<file path="src/rtl/dplca_txop_table.sv">
// dplca_txop_table: Dynamic-PLCA TXOP occupancy table.
// Captures the claim reported at each TXOP end, ages all entries once per
// PLCA cycle (detected as a non-increasing TXOP id), and publishes the
// node count, the lowest free id and a table-updated handshake.
// Optional feature macro: DPLCA_TXOP_AGING_EN (enables per-cycle aging;
// when undefined, claims load a permanent age of 1 and aging stays OFF).
module dplca_txop_table #(
  parameter int MAX_IDS      = 32,
  parameter int AGING_CYCLES = 8
) (
  input  logic       clk,
  input  logic       plca_reset,
  input  logic       dplca_en,
  input  logic [1:0] dplca_txop_claim,
  input  logic       dplca_txop_end,
  input  logic [7:0] dplca_txop_id,
  output logic       dplca_txop_table_upd,
  output logic       dplca_aging,
  output logic [7:0] plca_node_count,
  output logic [7:0] dplca_free_id,
  output logic       dplca_overrun
);

  localparam int IW = $clog2(MAX_IDS);
  localparam logic [3:0] CFG_AGE = 4'(AGING_CYCLES);
`ifdef DPLCA_TXOP_AGING_EN
  localparam bit AGING_ON = 1'b1;
`else
  localparam bit AGING_ON = 1'b0;
`endif
  localparam logic [3:0] HARD_AGE = AGING_ON ? CFG_AGE : 4'd1;

  typedef enum logic [1:0] {IDLE, UPDATE, SWEEP, PUBLISH} state_t;

  state_t          state_q, state_d;
  logic            end_q;
  logic            pend_v_q, pend_v_d;
  logic [1:0]      pend_claim_q, pend_claim_d;
  logic [7:0]      pend_id_q, pend_id_d;
  logic [7:0]      last_id_q, last_id_d;
  logic [3:0]      age_q [MAX_IDS];
  logic [3:0]      age_d [MAX_IDS];
  logic [IW-1:0]   idx_q, idx_d;
  logic [IW-1:0]   max_occ_q, max_occ_d;
  logic [7:0]      min_free_q, min_free_d;
  logic            swept_q, swept_d;
  logic            upd_q, upd_d;
  logic            aging_q, aging_d;
  logic            overrun_q, overrun_d;
  logic [7:0]      count_q, count_d;
  logic [7:0]      free_q, free_d;

  logic            txop_edge;
  logic            in_range;
  logic            is_hard;
  logic            is_soft;
  logic            wrap;
  logic [IW-1:0]   pidx;
  logic [3:0]      cur_age;
  logic [3:0]      nxt_age;

  assign dplca_txop_table_upd = upd_q;
  assign dplca_aging          = aging_q;
  assign plca_node_count      = count_q;
  assign dplca_free_id        = free_q;
  assign dplca_overrun        = overrun_q;

  // Next-state: edge capture, table update, sweep and publish
  always_comb begin
    state_d      = state_q;
    pend_v_d     = pend_v_q;
    pend_claim_d = pend_claim_q;
    pend_id_d    = pend_id_q;
    last_id_d    = last_id_q;
    age_d        = age_q;
    idx_d        = idx_q;
    max_occ_d    = max_occ_q;
    min_free_d   = min_free_q;
    swept_d      = swept_q;
    upd_d        = upd_q;
    aging_d      = aging_q;
    overrun_d    = overrun_q;
    count_d      = count_q;
    free_d       = free_q;

    txop_edge = dplca_txop_end & ~end_q;
    in_range  = pend_id_q < 8'(MAX_IDS);
    is_hard   = pend_claim_q == 2'b10;
    is_soft   = pend_claim_q == 2'b01;
    wrap      = (pend_id_q == 8'hFF) || (pend_id_q <= last_id_q);
    pidx      = pend_id_q[IW-1:0];
    cur_age   = age_q[idx_q];
    // The entry HARD-claimed in this pass keeps its fresh age through the sweep
    if (AGING_ON && cur_age != 4'd0 && !(in_range && is_hard && idx_q == pidx))
      nxt_age = cur_age - 4'd1;
    else
      nxt_age = cur_age;

    if (txop_edge) begin
      if (pend_v_q) begin
        overrun_d = 1'b1;
      end else begin
        pend_v_d     = 1'b1;
        pend_claim_d = dplca_txop_claim;
        pend_id_d    = dplca_txop_id;
      end
    end

    case (state_q)
      IDLE: begin
        if (pend_v_q) begin
          state_d = UPDATE;
          upd_d   = 1'b0;
        end
      end
      UPDATE: begin
        if (in_range) begin
          if (is_hard)
            age_d[pidx] = HARD_AGE;
          else if (is_soft && age_q[pidx] == 4'd0)
            age_d[pidx] = 4'd1;
        end
        last_id_d = pend_id_q;
        if (wrap) begin
          state_d    = SWEEP;
          idx_d      = '0;
          max_occ_d  = '0;
          min_free_d = 8'hFF;
          swept_d    = 1'b1;
        end else begin
          state_d = PUBLISH;
          swept_d = 1'b0;
        end
      end
      SWEEP: begin
        age_d[idx_q] = nxt_age;
        if (nxt_age != 4'd0)
          max_occ_d = idx_q;
        if (idx_q != '0 && nxt_age == 4'd0 && min_free_q == 8'hFF)
          min_free_d = 8'(idx_q);
        idx_d = idx_q + 1'b1;
        if (idx_q == IW'(MAX_IDS - 1)) begin
          state_d = PUBLISH;
          if (AGING_ON)
            aging_d = 1'b1;
        end
      end
      PUBLISH: begin
        if (swept_q)
          count_d = 8'(max_occ_q) + 8'd1;
        else if (in_range && age_q[pidx] != 4'd0 && pend_id_q >= count_q)
          count_d = pend_id_q + 8'd1;
        free_d   = min_free_q;
        upd_d    = 1'b1;
        pend_v_d = 1'b0;
        state_d  = IDLE;
      end
      default: state_d = IDLE;
    endcase
  end

  // State registers with synchronous clear on reset or disable
  always_ff @(posedge clk) begin
    if (plca_reset || !dplca_en) begin
      state_q      <= IDLE;
      end_q        <= 1'b0;
      pend_v_q     <= 1'b0;
      pend_claim_q <= '0;
      pend_id_q    <= '0;
      last_id_q    <= '0;
      for (int unsigned i = 0; i < MAX_IDS; i++) age_q[i] <= '0;
      idx_q        <= '0;
      max_occ_q    <= '0;
      min_free_q   <= 8'd1;
      swept_q      <= 1'b0;
      upd_q        <= 1'b0;
      aging_q      <= 1'b0;
      overrun_q    <= 1'b0;
      count_q      <= 8'd1;
      free_q       <= 8'd1;
    end else begin
      state_q      <= state_d;
      end_q        <= dplca_txop_end;
      pend_v_q     <= pend_v_d;
      pend_claim_q <= pend_claim_d;
      pend_id_q    <= pend_id_d;
      last_id_q    <= last_id_d;
      age_q        <= age_d;
      idx_q        <= idx_d;
      max_occ_q    <= max_occ_d;
      min_free_q   <= min_free_d;
      swept_q      <= swept_d;
      upd_q        <= upd_d;
      aging_q      <= aging_d;
      overrun_q    <= overrun_d;
      count_q      <= count_d;
      free_q       <= free_d;
    end
  end

endmodule

</file>
<file path="config.mk">
export PLATFORM = sky130hd
export DESIGN_NAME = dplca_txop_table
export DESIGN_NICKNAME = d
export VERILOG_FILES = /design/src/rtl/dplca_txop_table.sv
export SDC_FILE = /design/constraint.sdc
export NUM_CORES = 1
export LEC_CHECK = 0
export BUFFER_PORTS_ARGS = -buffer_cell sky130_fd_sc_hd__clkbuf_2
export CAP_MARGIN = 20
export CORE_MARGIN = 10
export CORE_UTILIZATION = 35
export CTS_CLUSTER_SIZE = 28
export DETAILED_ROUTE_END_ITERATION = 10
export SLEW_MARGIN = 20
export SYNTH_ARGS = -nofsm -noshare
export SYNTH_HDL_FRONTEND = slang
export SYNTH_SLANG_ARGS = --single-unit
export TNS_END_PERCENT = 20
</file>
<file path="constraint.sdc">
create_clock -name clk -period 4.23 [get_ports clk]
set_input_delay 0.6345 -clock clk [delete_from_list [all_inputs] [get_ports clk]]
set_output_delay 0.6345 -clock clk [all_outputs]
set_load 0.005 [all_outputs]
</file>
; ---- Yosys cells after proc, flatten, opt, wreduce, memory -nomap -nowiden
; Index checks and enable logic that the tools add are counted.
[totals]
ff_bits = 187
inputBits = 14
wordCells = 139
[op_classes]
n_addsub = 3
magnitude_cmp = 7
eq_ne = 15
muxes = 31
bitwise = 8
n_reduce_logical = 29
[ops]
columns = operator, count
row1 = 128-bit two-way mux, 3
row2 = 128-bit one-hot mux with 2 select lines, 1
row3 = 128-bit bitwise mux, 1
row4 = 96-bit AND, 1
row5 = 96-bit NOT, 1
row6 = 4-bit binary-select mux with 5-bit select, 2
row7 = 4-bit demux with 5-bit select, 2
row8 = 8-bit two-way mux, 4
row9 = 32-bit OR, 1
row10 = 4-bit two-way mux, 6
row11 = 5-bit one-hot mux with 2 select lines, 2
row12 = 8-bit equality test (second input constant), 2
row13 = 8-bit one-hot mux with 2 select lines, 1
row14 = 6-bit greater-or-equal comparator (second input constant), 2
row15 = 6-bit by 1-bit less-than comparator with 1-bit output (second input constant), 2
row16 = 2-bit inequality test (second input constant), 6
row17 = 5-bit NOT with 6-bit output, 2
row18 = 2-bit AND reduction, 6
row19 = 5-bit two-way mux, 2
row20 = 3-bit AND reduction, 3
row21 = 8-bit by 1-bit adder with 8-bit output (second input constant), 1
row22 = 8-bit greater-or-equal comparator, 1
row23 = 8-bit less-or-equal comparator, 1
row24 = 4-bit logical NOT, 2
row25 = 21 further kinds, 38

; ---- Longest topological paths before layout
[logic_depth]
word_depth = 11
ltp_mapped = 13
ltp_nobuf = 10

; ---- Worst setup path after synthesis
; Ideal clock, no wire load.
[synth_timing]
kind = reg2reg
from = reg pend_id_q[1]
to = reg age_q[13] (netlist bit)
arrival_ns = 2.811
required_time_ns = 4.113
slack_ns = 1.301
path_stages_with_launch = 13
period_less_slack_ns = 2.929
path_cell_list = dfxtp_1 > buf_2 > buf_2 > mux4_2 > a22oi_1 > o2111ai_1 > a2111oi_2 > nor4b_2 > o21a_1 > buf_2 > buf_2 > nand2_1 > a32o_1
[synth_between]
elab_chain_len = 11
word_cells_on_any_way = 21
cone_classes = order compare (3) / eq/ne (2) / mux (9) / bitwise (3) / reduce/logical (4)
[synth_rtl]
columns = element, line_no
row1 = start: declaration, 39  ; logic [7:0] pend_id_q, pend_id_d;
row2 = start signal: assignment, 186  ; pend_id_q <= pend_id_d;
row3 = 5-bit NOT with 6-bit output (implied by the code), "119, 120, 121"
row4 = 6-bit greater-or-equal comparator (implied by the code) / 6-bit by 1-bit less-than comparator with 1-bit output (equally long branches), "119, 121"
row5 = 1-bit logical AND (implied by the code), "119, 121"
row6 = 4-bit two-way mux (implied by the code), "119, 121"
row7 = 4-bit demux with 5-bit select, "119, 121"
row8 = 96-bit NOT (no line), -
row9 = 96-bit AND (no line), -
row10 = 128-bit two-way mux, 120  ; else if (is_soft && age_q[pidx] == 4'd0)
row11 = 128-bit two-way mux, 118  ; if (is_hard)
row12 = 128-bit two-way mux, 117  ; if (in_range) begin
row13 = 128-bit one-hot mux with 2 select lines, 109  ; case (state_q)
row14 = end signal: assignment, 188  ; age_q <= age_d;
row15 = end: declaration, 41  ; logic [3:0] age_q [MAX_IDS];
; Parallel ways exist; a longest one is shown, timed or not. The select of a mux whose other input is x is not followed.
; A chain may end at the register's enable or synchronous reset.

; ---- Worst setup path after layout
[layout_timing]
from = reg pend_id_q[0]
to = reg age_q[111] (netlist bit)
; Same word-level chain as after synthesis.

==> impl_metrics.env <==
export IMPL_status="completed"
export IMPL_crit_required_ps=4620
export IMPL_first_pass_iters=6
export IMPL_antenna_found_initial=0
export IMPL_finalHoldViolations=0
export IMPL_gp_congestion=0.9485
export IMPL_cts_clk_slew_worst_paths_ps=70
export IMPL_syn_nets=1101
export IMPL_synth_main_ff_cell="dfxtp_1"
export IMPL_cts_root_buf="clkbuf_16"
export IMPL_fillCellCount=2795
export IMPL_clock_fmax_mhz=269.8
export IMPL_die_area_um2=35540
export IMPL_fin_cells=1435
export IMPL_hold_slack_ps=405.9
export IMPL_cts_resized=0
export IMPL_num_nets_final=1089
export IMPL_min_period_ps=3706
export IMPL_start_util=0.3558
export IMPL_seq_area_frac_synth=0.3686
export IMPL_fp_dieW_um=188.5
export IMPL_slew_violations=0
export IMPL_finClkSkew_ps=13.59
export IMPL_timing_final_ws_setup_ps=523.8
export IMPL_rr_endpoint="age_q[111]$_SDFFE_PP0P_"
export IMPL_worst_pin_slew_ps=1006
export IMPL_ff2ff_setup_slack_ps=520
export IMPL_postRouteWirelength_um=32430
export IMPL_rr_startpoint="pend_id_q[0]$_SDFFE_PP0P_"
export IMPL_antenna_cells=0
export IMPL_syn_avg_cell_area_um2=9.404
export IMPL_vias=8832
export IMPL_syn_instance_count=1057
export IMPL_grt_pass1_wl_um=50660
export IMPL_drive_above_1_share=0.1646
export IMPL_synth_seq_cells=183
export IMPL_setup_viol=0
export IMPL_hp_class="in -> reg"
export IMPL_cts_tree="yes"
export IMPL_cts_buffer_depth=2
export IMPL_netlist_area_um2=9940
export IMPL_dpl_hpwl_um=22530
export IMPL_clk_insertion_delay_late_ps=450
export IMPL_ir_drop_mv=0.2208
export IMPL_drt_iter0_drc=1189
export IMPL_max_slew_margin=0.3296
export IMPL_grt_total_usage=0.1791
export IMPL_min_delay_start="dplca_txop_end"
export IMPL_ant_nets=0
export IMPL_start_kind="register"
export IMPL_ctsHoldBuffers=0
export IMPL_critPathArrivalTime_ps=4100
export IMPL_avgViaCountPerCell=6.155
export IMPL_drc=0
export IMPL_grt_pass1_vias=8364
export IMPL_cp_max_fo=33
export IMPL_num_rows=61
export IMPL_core_um2=27930
export IMPL_pre_cts_ws_ps=564.1
export IMPL_ys_async_sr_fraction=0
export IMPL_numCtsBuffers=17
export IMPL_dp_cells=1404
export IMPL_io_pins=33
export IMPL_grt_max_degree=100
export IMPL_ys_warn_count=0
export IMPL_power_leakage_nw=3.627
export IMPL_synth_edf_count=0
export IMPL_cts_setup_buffers=0
export IMPL_wl_per_cell_um=22.60
export IMPL_maxCapViolCount=0
export IMPL_ff2ff_path_depth=9
export IMPL_grt_overflow=0
export IMPL_ys_types=65
export IMPL_fin_setup_tns_ps=0
export IMPL_powerDensity_nw_per_um2=317.2
export IMPL_layout_worst_path_cycle_share=0.8762
export IMPL_area_growth_syn_to_layout_pct=11.35
export IMPL_cts_htree_levels=4
export IMPL_rsz0062_at_grt="false"
export IMPL_cp_end_kind="register"
export IMPL_hold_end="end_q$_SDFF_PP0_"
export IMPL_min_path_cells=2
export IMPL_dieHeight_um=188.5
export IMPL_io_buffers=31
export IMPL_worst_setup_path_type="reg -> reg"
export IMPL_cts_sinks=183
==> cells in the final DEF (no fill, tap or decap), types with 4 or more instances in the layout <==
cell       count
a21o_1         4
and2_1         4
o21a_1         6
nand2_1       61
inv_6          5
o21ai_1        8
buf_12         4
nor3b_1        6
nand3b_1       4
o21ai_0       25
o22ai_1       27
clkbuf_16     17
a32o_1        82
ha_1          30
mux4_2        44
or3_1          4
inv_1         39
buf_4         34
a21oi_1       46
and3b_1        4
xnor2_1        5
nand3_1        8
mux2i_1       44
dfxtp_2        4
nand2b_1       5
dfxtp_1      179
nor4_1         6
and3_1         8
nor2_2         4
nor2_1       108
a211oi_1      27
clkbuf_2      31
nor2b_1        8
a22o_1        18
nand4_1        4
nor3_1        60
a221oi_1      14
o221a_2        5
==> state kept, by name, summed over array words and instances, names as in the netlist <==
name / flops
age_q: 128
last_id_q: 8
pend_id_q: 8
plca_node_count: 8
dplca_free_id: 6
min_free_q: 6
idx_q: 5
max_occ_q: 5
pend_claim_q: 2
state_q: 2
dplca_overrun: 1
dplca_txop_table_upd: 1
end_q: 1
pend_v_q: 1
swept_q: 1
==> kinds of logic (layout without fill, tap and decap cells) <==
family,after synthesis,count (layout),share of synthesized area
AOI/OAI and AO/OA,294,294,0.2311
xor gates and xnor gates,8,8,0.007050
adders and majority gates,30,30,0.03776
buffers and inverters,140,140,0.05942
DFF,183,183,0.3686
muxes,91,91,0.1474
other,1,1,0.0003773
and+or+nand+nor,310,310,0.1483
==> worst max-delay path, stage by stage, from the launching register on <==
cell and delay (ps):
dfxtp_2 800, mux4_2 580, a22oi_1 230, o211a_1 170, o211ai_1 110, nor4b_2 380
o21ai_1 240, nor2_2 530, buf_4 390, a32o_1 180
==> cell type report <==
type,instances,area [um^2],share of cell area
sequential,183,3669,0.3314
multi-input combinational,734,5717,0.5165
clock inverter,12,116.4,0.01051
clock buffer,19,452.9,0.04092
tap,378,473.0,0.04273
inverter,40,150.1,0.01357
timing repair buffer,69,490.5,0.04431
==> metrics by stage <==
step | area (um^2) | power [mW] | util
after floorplan | 9940 | 1.905 | -
after global placement | 10490 | 1.964 | 0.3757
after detailed placement | 10500 | 1.965 | 0.3758
after CTS | 11070 | 3.530 | 0.3962
after global routing | 11070 | 3.614 | 0.3962
final | 11070 | 3.511 | 0.3962
==> worst max-delay path by stage <==
stage / startpoint / endpoint / depth (start not counted)
after floorplan: pend_id_q[1]$_SDFFE_PP0P_ / age_q[13]$_SDFFE_PP0P_ / 12
after global placement: pend_id_q[1]$_SDFFE_PP0P_ / min_free_q[0]$_SDFFE_PP1P_ / 10
after detailed placement: pend_id_q[0]$_SDFFE_PP0P_ / age_q[111]$_SDFFE_PP0P_ / 9
after CTS: pend_id_q[4]$_SDFFE_PP0P_ / age_q[111]$_SDFFE_PP0P_ / 9
after global routing: pend_id_q[0]$_SDFFE_PP0P_ / age_q[43]$_SDFFE_PP0P_ / 9
final: pend_id_q[0]$_SDFFE_PP0P_ / age_q[111]$_SDFFE_PP0P_ / 9
==> routing by layer <==
| metal | up-vias | wire [um] | part of all wire | GRT usage |
|---|---|---|---|---|
| li1 | 4022 | - | - | - |
| met1 | 4262 | 13780 | 0.42 | 0.2431 |
| met2 | 472 | 14530 | 0.45 | 0.2728 |
| met3 | 76 | 3137 | 0.097 | 0.04136 |
| met4 | 0 | 978 | 0.030 | 0.06227 |
| met5 | - | 0 | 0 | 0 |
==> cells in the mapped netlist, types with 30 or more instances <==
cell      instances  share of area
nor3_1           60          0.030
ha_1             30          0.038
buf_2            34          0.017
a32o_1           82          0.083
a21oi_1          46          0.023
inv_1            39          0.015
mux2i_1          44          0.044
clkbuf_1         53          0.020
dfxtp_1         183           0.37
mux4_2           44           0.10
nand2_1          61          0.023
nor2_1          112          0.042
==> power breakdown <==
part           leakage, nW  total (mW)  switching (mW)  internal, mW
sequential            1.48        1.74          0.0134          1.73
combinational         1.87       0.187           0.122        0.0645
clock                0.277        1.58           0.735         0.848
Note: power is estimated with default switching activity, not from simulation.
